### src/rtl/fifo_sync.sv
`default_nettype none
// ============================================================================
// Module   : fifo_sync
// Brief    : Single-clock valid/ready FIFO, power-of-two depth, occupancy
//            count, almost-full/almost-empty flags and synchronous flush.
// Revision : 1.0 - initial release
// ============================================================================
module fifo_sync #(
  parameter int WIDTH         = 8,
  parameter int DEPTH         = 4,
  parameter int FLOPS_NOT_MEM = 0,
  parameter int ALMOST_FULL   = 3,
  parameter int ALMOST_EMPTY  = 1
) (
  input  logic                       i_clk,
  input  logic                       i_rst_n,
  input  logic                       i_cg,
  input  logic                       i_flush,
  input  logic [WIDTH-1:0]           i_wdata,
  input  logic                       i_wvalid,
  output logic                       o_wready,
  output logic [WIDTH-1:0]           o_rdata,
  output logic                       o_rvalid,
  input  logic                       i_rready,
  output logic [$clog2(DEPTH+1)-1:0] o_nEntries,
  output logic                       o_almostFull,
  output logic                       o_almostEmpty
);

  localparam int c_AW = (DEPTH > 1) ? $clog2(DEPTH) : 1;
  localparam int c_PW = c_AW + 1;
  localparam int c_NW = $clog2(DEPTH+1);

  generate
    if ((DEPTH < 2) || ((DEPTH & (DEPTH - 1)) != 0)) begin : g_bad_depth
      $error("fifo_sync: DEPTH must be a power of two and >= 2");
    end
    if ((ALMOST_FULL < 1) || (ALMOST_FULL > DEPTH)) begin : g_bad_afull
      $error("fifo_sync: ALMOST_FULL must be in 1..DEPTH");
    end
    if ((ALMOST_EMPTY < 0) || (ALMOST_EMPTY > DEPTH - 1)) begin : g_bad_aempty
      $error("fifo_sync: ALMOST_EMPTY must be in 0..DEPTH-1");
    end
    if (WIDTH < 1) begin : g_bad_width
      $error("fifo_sync: WIDTH must be >= 1");
    end
  endgenerate

  logic [c_PW-1:0]  r_wptr;
  logic [c_PW-1:0]  r_rptr;
  logic [WIDTH-1:0] r_mem [DEPTH];

  logic             w_empty;
  logic             w_full;
  logic             w_doWrite;
  logic             w_doRead;
  logic [c_PW-1:0]  w_wptrNext;
  logic [c_PW-1:0]  w_rptrNext;
  logic [c_NW-1:0]  w_count;

  // Wrap bit distinguishes full from empty when the index bits coincide.
  assign w_empty = (r_wptr == r_rptr);
  assign w_full  = (r_wptr[c_AW-1:0] == r_rptr[c_AW-1:0]) &&
                   (r_wptr[c_AW] != r_rptr[c_AW]);

  assign o_wready  = i_cg && !w_full;
  assign o_rvalid  = i_cg && !w_empty;
  assign w_doWrite = o_wready && i_wvalid;
  assign w_doRead  = o_rvalid && i_rready;

  // A flush lands the read pointer on the post-write pointer, discarding
  // any word accepted in the same cycle.
  assign w_wptrNext = w_doWrite ? (r_wptr + c_PW'(1)) : r_wptr;
  assign w_rptrNext = (i_flush && i_cg) ? w_wptrNext :
                      (w_doRead ? (r_rptr + c_PW'(1)) : r_rptr);

  always_ff @(posedge i_clk or negedge i_rst_n) begin
    if (!i_rst_n) begin
      r_wptr <= '0;
      r_rptr <= '0;
    end else begin
      r_wptr <= w_wptrNext;
      r_rptr <= w_rptrNext;
    end
  end

  generate
    if (FLOPS_NOT_MEM != 0) begin : g_flops
      always_ff @(posedge i_clk or negedge i_rst_n) begin
        if (!i_rst_n) begin
          for (int i = 0; i < DEPTH; i++) r_mem[i] <= '0;
        end else begin
          for (int i = 0; i < DEPTH; i++) begin
            if (w_doWrite && (r_wptr[c_AW-1:0] == c_AW'(i))) r_mem[i] <= i_wdata;
          end
        end
      end
    end else begin : g_mem
      always_ff @(posedge i_clk) begin
        if (w_doWrite) r_mem[r_wptr[c_AW-1:0]] <= i_wdata;
      end
    end
  endgenerate

  assign o_rdata = r_mem[r_rptr[c_AW-1:0]];

  assign w_count       = c_NW'(r_wptr - r_rptr);
  assign o_nEntries    = w_count;
  assign o_almostFull  = (w_count >= c_NW'(ALMOST_FULL));
  assign o_almostEmpty = (w_count <= c_NW'(ALMOST_EMPTY));

  a_no_write_full: assert property (@(posedge i_clk) disable iff (!i_rst_n)
    !(w_doWrite && w_full));
  a_no_read_empty: assert property (@(posedge i_clk) disable iff (!i_rst_n)
    !(w_doRead && w_empty));
  a_count_range: assert property (@(posedge i_clk) disable iff (!i_rst_n)
    (w_count <= c_NW'(DEPTH)));

endmodule
`default_nettype wire
### config.mk
export PLATFORM = sky130hd
export DESIGN_NAME = fifo_sync
export DESIGN_NICKNAME = d
export VERILOG_FILES = /design/src/rtl/fifo_sync.sv
export SDC_FILE = /design/constraint.sdc
export NUM_CORES = 1
export LEC_CHECK = 0
export ABC_AREA = 1
export BUFFER_PORTS_ARGS = -buffer_cell sky130_fd_sc_hd__buf_2
export CORE_AREA = 2 2 60 62
export DETAILED_ROUTE_END_ITERATION = 8
export DIE_AREA = 0 0 62 64
export GPL_ROUTABILITY_DRIVEN = 0
export GPL_TIMING_DRIVEN = 0
export PLACE_DENSITY = 0.76
export SKIP_LAST_GASP = 1
export SLEW_MARGIN = 10
export SYNTH_ARGS = -nofsm -noshare
export SYNTH_HDL_FRONTEND = slang
export SYNTH_SLANG_ARGS = --single-unit
### constraint.sdc
create_clock -name i_clk -period 2.7 [get_ports i_clk]
set_clock_uncertainty 0.05 [all_clocks]
set_input_delay 0.405 -clock i_clk [delete_from_list [all_inputs] [get_ports i_clk]]
set_output_delay 0.405 -clock i_clk [all_outputs]
set_load 0.01 [all_outputs]
# Word level (Yosys, flattened, before mapping)
# Memories as Yosys holds them, arrays and structs flattened.
# Cells that the tools add are included.
dict set report word_totals {
  reg_bits 6
  output_inout_bits 15
  input_bits 14
  word_cells 25
  memories 1
  ramBits 32
}
dict set report op_classes {
  magnitude_cmp 2
  n_eq_ne 3
  n_reduce_logical 9
  n_mux 5
  n_addsub 3
}
# name words width read_ports rd_ports_with_merged_regs write_ports line_no
set memory_table {}
lappend memory_table {r_mem 4 8 1 0 1 51} ;# logic [WIDTH-1:0] r_mem [DEPTH];
# op n
set op_table {}
lappend op_table {{3-bit two-way mux} 3}
lappend op_table {{3-bit by 1-bit adder with 3-bit output (second input constant)} 2}
lappend op_table {{1-bit logical AND} 6}
lappend op_table {{3-bit == test} 1}
lappend op_table {{3-bit by 2-bit >= comparator with 1-bit output (second input constant)} 1}
lappend op_table {{3-bit by 1-bit <= comparator with 1-bit output (second input constant)} 1}
lappend op_table {{3-bit subtractor} 1}
lappend op_table {{2-bit == test} 1}
lappend op_table {{1-bit zero test} 2}
lappend op_table {{1-bit two-way mux} 2}
lappend op_table {{2-bit nonzero test} 1}
lappend op_table {{1-bit != test} 1}

# Logic depth before layout (Yosys ltp)
# Gate-level depths: netlist of the first run.
dict set report depth {
  word_depth 7
  depth_mapped 11
  depth_no_buf 10
}

# Least setup slack after synthesis of the first run
# Ideal clock, no wire load.
dict set report synth_path {
  path_kind {register -> output}
  from {register r_rptr[1]}
  to {output o_almostFull}
  stages_incl_launch_ff 7
  setup_slack_ps 544
  required_time_ps 2245
  arrival_time_ps 1701
  path_cell_list {dfrtp_1 > clkbuf_1 > inv_1 > fa_1 > xor2_2 > nor2_2 > nor2_1}
}
dict set report synth_between {
  elab_chain_cells 2
}
# item line_no
set synth_rtl {}
lappend synth_rtl {{start: declaration} 50} ;# logic [c_PW-1:0] r_rptr;
lappend synth_rtl {{start signal: assignment} 83} ;# r_rptr <= w_rptrNext;
lappend synth_rtl {{3-bit subtractor} 107} ;# assign w_count = c_NW'(r_wptr - r_rptr);
lappend synth_rtl {{net o_nEntries[2]} 25} ;# output logic [$clog2(DEPTH+1)-1:0] o_nEntries,
lappend synth_rtl {{3-bit by 2-bit >= comparator with 1-bit output} 109} ;# assign o_almostFull = (w_count >= c_NW'(ALMOST_FULL));
lappend synth_rtl {{end: declaration} 26} ;# output logic o_almostFull,
# The timed path passes the listed nets, and every way through them passes these cells.

# Worst setup path in the final report of the first run
dict set report layout_path {
  from {register r_wptr[0]}
  to {output o_almostFull}
}
dict set report layout_between {
  elab_chain_cells 2
}
# item line_no
set layout_rtl {}
lappend layout_rtl {{start: declaration} 49} ;# logic [c_PW-1:0] r_wptr;
lappend layout_rtl {{start signal: assignment} 82} ;# r_wptr <= w_wptrNext;
lappend layout_rtl {{3-bit subtractor} 107}
lappend layout_rtl {{3-bit by 2-bit >= comparator with 1-bit output} 109}
# No other way between the ends.

==> results of run 1 <==
-- cell type report --
class                   instances  share of cell area
plain buffers                   4             0.00994
clock buffers                   6              0.0205
clock inverters                 2             0.00435
inverters                      17              0.0317
multi-input cells              95               0.281
flip-flops and latches         38               0.552
well taps                      46              0.0286
repair buffers                 28              0.0720
-- timing repair --
action / CTS / global route
endpoints found under the setup margin: 27 / 3
hold buffers: 1 / 0
gates resized for setup: 3 / 1
gates cloned: 0 / 0
endpoints found under the hold margin: 6 / 0
-- metrics by stage --
stage | std cells | hold slack [ns] | area [um2] | util
floorplan | 155 | 0.0594 | 1760 | -
global placement | 228 | 0.183 | 1950 | 0.594
detailed placement | 228 | 0.187 | 1950 | 0.594
CTS | 236 | 0.221 | 2010 | 0.613
global route | 236 | 0.213 | 2010 | 0.613
finish | 236 | 0.230 | 2010 | 0.613
-- worst min-delay path by stage --
stage	start	endpoint	slack (ns)	cells after the start
after global routing	i_wdata[7]	r_mem[0][7]$_DFFE_PP_	0.21	1
after detailed placement	i_rst_n	r_wptr[0]$_DFF_PN0_	0.19	1
after global placement	i_rst_n	r_wptr[1]$_DFF_PN0_	0.18	1
after CTS	i_wdata[7]	r_mem[0][7]$_DFFE_PP_	0.22	1
after floorplan	i_rst_n	r_rptr[0]$_DFFE_PN0P_	0.06	0
final	i_wdata[7]	r_mem[0][7]$_DFFE_PP_	0.23	1
-- per-layer routing --
metal  wire, um  share of wire
met1       1440           0.43
met2       1720           0.52
met3        129          0.039
met4         46          0.014
met5          0              0
-- cells in the final DEF, fill, tap and decap left out --
cell type / Yosys / final
o21a_1: 1 / 1
a21boi_4: 1 / 1
ha_1: 7 / 7
nand2_1: 21 / 21
nor2_1: 21 / 18
o22ai_1: 8 / 8
nand3_2: 3 / 3
clkbuf_4: 0 / 5
xor2_2: 1 / 1
xnor2_1: 1 / 1
inv_1: 17 / 17
nand3_1: 6 / 6
clkbuf_1: 1 / 1
clkinv_2: 0 / 1
edfxtp_1: 32 / 32
nand3b_1: 2 / 2
nand4_1: 2 / 2
dlygate4sd3_1: 0 / 1
dfrtp_1: 6 / 5
dfrtp_2: 0 / 1
clkinv_1: 0 / 1
fa_1: 1 / 1
nand2_2: 2 / 2
o21ai_1: 1 / 1
o21ai_0: 16 / 16
nor2_2: 1 / 4
buf_2: 4 / 31
-- worst max-delay path: cells and delay by family, from the launching register on --
family,cells,cell delay (ns)
fa+ha+maj,2,0.57
buf+inv,3,0.34
flops,1,0.43
simple gates,2,0.14
xor+xnor,1,0.23
-- report_power, final --
part | total (uW) | internal, uW | leakage, uW | switching (uW)
clock network | 266 | 97.8 | 0.0000297 | 168
registers | 811 | 739 | 0.000361 | 72.0
logic | 1100 | 412 | 0.000459 | 689
total | 2180 | 1250 | 0.000850 | 929
-- registers in the layout, summed over array words and instances, names as in the netlist --
register  count
r_mem        32
r_wptr        3
r_rptr        3
-- cell families (layout without fill, tap and decap cells) --
family,Yosys count,count (layout),share of synthesized area
AND/OR/NAND/NOR,58,58,0.150
flip-flops,38,38,0.632
AO/OA/AOI/OAI,27,27,0.0919
buffers and inverters,22,57,0.0499
adder cells (fa/ha/maj),8,8,0.0613
XOR/XNOR,2,2,0.0142
==> out/metrics.cfg, run 1 <==
[die]
dieHeight_um = 64
pin_count = 29
die_area_um2 = 3970
initial_utilization = 0.535
row_count = 21
coreArea_um2 = 3280
die_w_um = 62

[detailed_routing]
ant_nets = 0
dr.pass1.iters = 4
routed_wl_mm = 3.34
wire_per_inst_um = 14.2
drc = 0
vias_per_cell = 5.08
drt_iter0_drc = 38
vias = 1199

[logic_synthesis]
netlist.area_leader.share = 0.547
synth.most_common_cell = edfxtp_1
ys_types = 22
avgSynthCellArea_um2 = 11.3
synth-seq-area-share = 0.632
yosys-top-cells-count = edfxtp_1, nand2_1, nor2_1
synthArstFlopShare = 0.158
synth.net_count = 177
ys_top_cells_by_area = edfxtp_1, dfrtp_1, ha_1
synth_top_cell_by_area = edfxtp_1
ys_seq_elements = 38
synth_warnings = 0
synth_edf_count = 32
synthFlopType = edfxtp_1
postSynthCellCount = 155
syn-cell-area_um2 = 1760

[clock_network]
h-tree-depth = 2
clk_path_buf_depth = 2
numCtsBuffers = 5
clock-root-buffer = clkbuf_4
cts_setup_buffers = 0
clkTransAtPathRegs_ns = 0.10
clock_sink_count = 38
clk_latency_ns = 0.33
tritoncts = built

[grt]
grt_pass1_vias = 1198
grt-ovfl-total = 0
grt_first_pass_wirelength_mm = 5.46
antenna_found_initial = 0
grt_usage = 0.196
use_met2 = 0.315
grt_use_met3 = 0.0607
grtUsageMet1 = 0.244
gr-max-usage-layer = met2
grt_max_degree = 12

[layout]
register_area_um2 = 1110
fill_cells = 273
drive_above_1_share = 0.258
syn_to_final_growth_pct = 14.7
layout.nets = 211
multi_input_area_um2 = 566
num_antenna_cells = 0

[worst_setup_path]
arrival_ns = 2.03
r2r_cells = 7
regToRegSetupSlack_ns = 0.30
cp_cell_sequence = inv_1 -> ha_1 -> inv_1 -> fa_1 -> xor2_2 -> nor2_2 -> nor2_1 -> buf_2
crit_end = o_almostFull
slowest_delay_ns = 0.43
critical_path_class = register to primary output
cp-start-kind = register
cpMostUsedCell = inv_1
reg2reg_from = r_rptr[1]$_DFFE_PN0P_
required_ns = 2.25
crit_path_end_kind = primary output
startpoint = r_wptr[0]$_DFF_PN0_
r2r_end = r_mem[1][1]$_DFFE_PP_
slowest_stage = dfrtp_1
path_max_fanout = 4

[sta]
period_share = 0.919
drv_slew = 0
worst_pin_slew_ns = 0.522
setup_slack_ns = 0.219
hold_violations = 0
fmax_ghz = 0.403
setup_viol = 0
rsz0062_at_grt = false
slew_headroom = 0.652
fin_crit_ns = 2.48
setup_tns_ns = 0

[placement]
hpwlAfterDp_mm = 2.34
portBuffers = 27
place_ws_ns = -0.148

[job]
cap_violations = 0

[pwr]
vdd_drop_max_uv = 547
powerDensity_nw_per_um2 = 1080
power_uw = 2180
leakagePower_uw = 0.000850

[worst_hold_path]
hp-class = primary input to register

[outcome]
status = completed

(Power assumes the default switching activity.)
==> run 2, diff against run 1 <==
--- a/config.mk
+++ b/config.mk
@@ -7,12 +7,12 @@
 export LEC_CHECK = 0
 export ABC_AREA = 1
 export BUFFER_PORTS_ARGS = -buffer_cell sky130_fd_sc_hd__buf_2
-export CORE_AREA = 2 2 60 62
+export CORE_AREA = 2 2 63 65
 export DETAILED_ROUTE_END_ITERATION = 8
-export DIE_AREA = 0 0 62 64
+export DIE_AREA = 0 0 65 67
 export GPL_ROUTABILITY_DRIVEN = 0
-export GPL_TIMING_DRIVEN = 0
-export PLACE_DENSITY = 0.76
+export GPL_TIMING_DRIVEN = 1
+export PLACE_DENSITY = 0.72
 export SKIP_LAST_GASP = 1
 export SLEW_MARGIN = 10
 export SYNTH_ARGS = -nofsm -noshare
==> constraint.sdc (replaced) <==
create_clock -name i_clk -period 2.2 [get_ports i_clk]
set_clock_uncertainty 0.05 [all_clocks]
set_input_delay 0.33 -clock i_clk [delete_from_list [all_inputs] [get_ports i_clk]]
set_output_delay 0.33 -clock i_clk [all_outputs]
set_load 0.01 [all_outputs]
==> run 2 against run 1 <==
  * Final area up 8.7%
  * Non-clock buffer count up 8
  * Clock power rose to 2.6 times the previous value
  * Cell count up 4.2%
  * Power up 47%
  * Setup slack worse by 0.19 ns
  * Die area up 9.8%
  * Clock-buffer cell count down 1
  * Largest power group unchanged
==> out/metrics.cfg, run 2 (synthesis results as in run 1) <==
[layout]
layout_common_cells = edfxtp_1, buf_2, nand2_1, nor2_1, o21ai_0
drive_above_1_share = 0.298
syn_to_final_growth_pct = 24.6
design_area_um2 = 2190
num_antenna_cells = 0
post-route-util = 0.607
final_common_cell = edfxtp_1
top_register = r_mem
largest_register_ff_count = 32
largest_registers = r_mem x32, r_rptr x3, r_wptr x3
fin_cells = 246
layout.nets = 219

[detailed_routing]
drc = 0
ant_nets = 0
routed_wl_mm = 3.54
vias_per_cell = 5.04
drt_iter0_drc = 59
vias = 1241
wire_per_inst_um = 14.4
dr.pass1.iters = 4

[pwr]
powerDensity_nw_per_um2 = 1460
leakagePower_uw = 0.000930
vdd_drop_max_uv = 628

[die]
coreArea_um2 = 3610
pin_count = 29
dieHeight_um = 67
row_count = 22
die_w_um = 65
initial_utilization = 0.487
die_area_um2 = 4360

[grt]
grt_usage = 0.183
grt_first_pass_wirelength_mm = 5.62
grt_pass1_vias = 1248
grt_max_degree = 20
antenna_found_initial = 0
grt-ovfl-total = 0

[sta]
worst_pin_slew_ns = 0.239
fin_crit_ns = 2.17
period_share = 0.988
whs_ns = 0.206
slew_headroom = 0.841
rsz0062_at_grt = true
setup_tns_ns = 0
fmax_ghz = 0.460
setup_viol = 0
hold_violations = 0
drv_slew = 0

[placement]
portBuffers = 28
dpl.cell_count = 233
placed_area_um2 = 1990
hpwlAfterDp_mm = 2.42

[clock_network]
clock_sink_count = 38
tritoncts = built
h-tree-depth = 2
clk_path_buf_depth = 2
clock-root-buffer = clkbuf_8
numCtsBuffers = 5
clk_latency_ns = 0.29
clkTransAtPathRegs_ns = 0.07

[worst_setup_path]
cp-start-kind = register
crit_path_end_kind = primary output
path_max_fanout = 3
critical_path_class = register to primary output
required_ns = 1.82
arrival_ns = 1.79
startpoint = r_wptr[0]$_DFF_PN0_
reg2reg_from = r_wptr[1]$_DFF_PN0_

[outcome]
status = completed

[worst_hold_path]
hp-start = i_wdata[6]
hp-class = primary input to register

[job]
cap_violations = 0

[run 2: metrics by stage]
step           setup slack, ns  total power [uW]
4_1_cts                 0.0263              3130
3_3_place_gp             0.251              2330
3_5_place_dp             0.118              2400
6_report                0.0263              3200
2_1_floorplan           0.0510              1900
5_1_grt                -0.0941              3410
[run 2: worst paths after layout]
path,end,slack [ns],cells past startpoint
min in group asynchronous,r_rptr[2]$_DFFE_PN0P_,0.35,2
setup / recovery,o_almostFull,0.03,8
hold / removal,r_mem[1][6]$_DFFE_PP_,0.21,1
setup reg to reg,r_mem[1][3]$_DFFE_PP_,0.32,7
hold reg to reg,r_wptr[2]$_DFF_PN0_,0.51,2
max in group asynchronous,r_rptr[1]$_DFFE_PN0P_,1.59,2
[run 2: critical path: stages, from the launching register on]
cell and delay, ns:
dfrtp_1 0.39, inv_2 0.08, ha_4 0.12, inv_2 0.03, fa_2 0.36, xor2_2 0.18
nor2_1 0.07, nor2_1 0.12, buf_2 0.15
[run 2: repair_timing]
action / CTS / global route
buffers inserted: 2 / 2
pin swaps: 1 / 4
resized for setup: 2 / 4
cloned: 0 / 0
endpoints found under the setup margin: 3 / 9
endpoints found under the hold margin: 6 / 0
hold buffers: 1 / 0
[run 2: area by class of cell]
cell class | count | area [um2]
tap | 48 | 60.1
timing repair buffer | 40 | 245
fill | 294 | 1420
clock buffer | 5 | 68.8
inverter | 17 | 67.6
multi-input combinational | 95 | 573
sequential | 38 | 1110
clock inverter | 3 | 63.8
[run 2: routing by layer]
layer	share of wire	wire length, um	GRT usage	vias to the layer above
met1	0.42	1480	0.195	598
met3	0.029	101	0.0507	9
met4	0.026	91	0.0931	0
met2	0.53	1870	0.330	22
li1	-	-	-	612
met5	0	0	0	-
[run 2: power by group]
| part | internal [uW] | switching [uW] | total, uW | leakage [uW] |
|---|---|---|---|---|
| sequential | 906 | 68.6 | 974 | 0.000362 |
| clock | 448 | 234 | 682 | 0.0000658 |
| combinational | 628 | 913 | 1540 | 0.000503 |
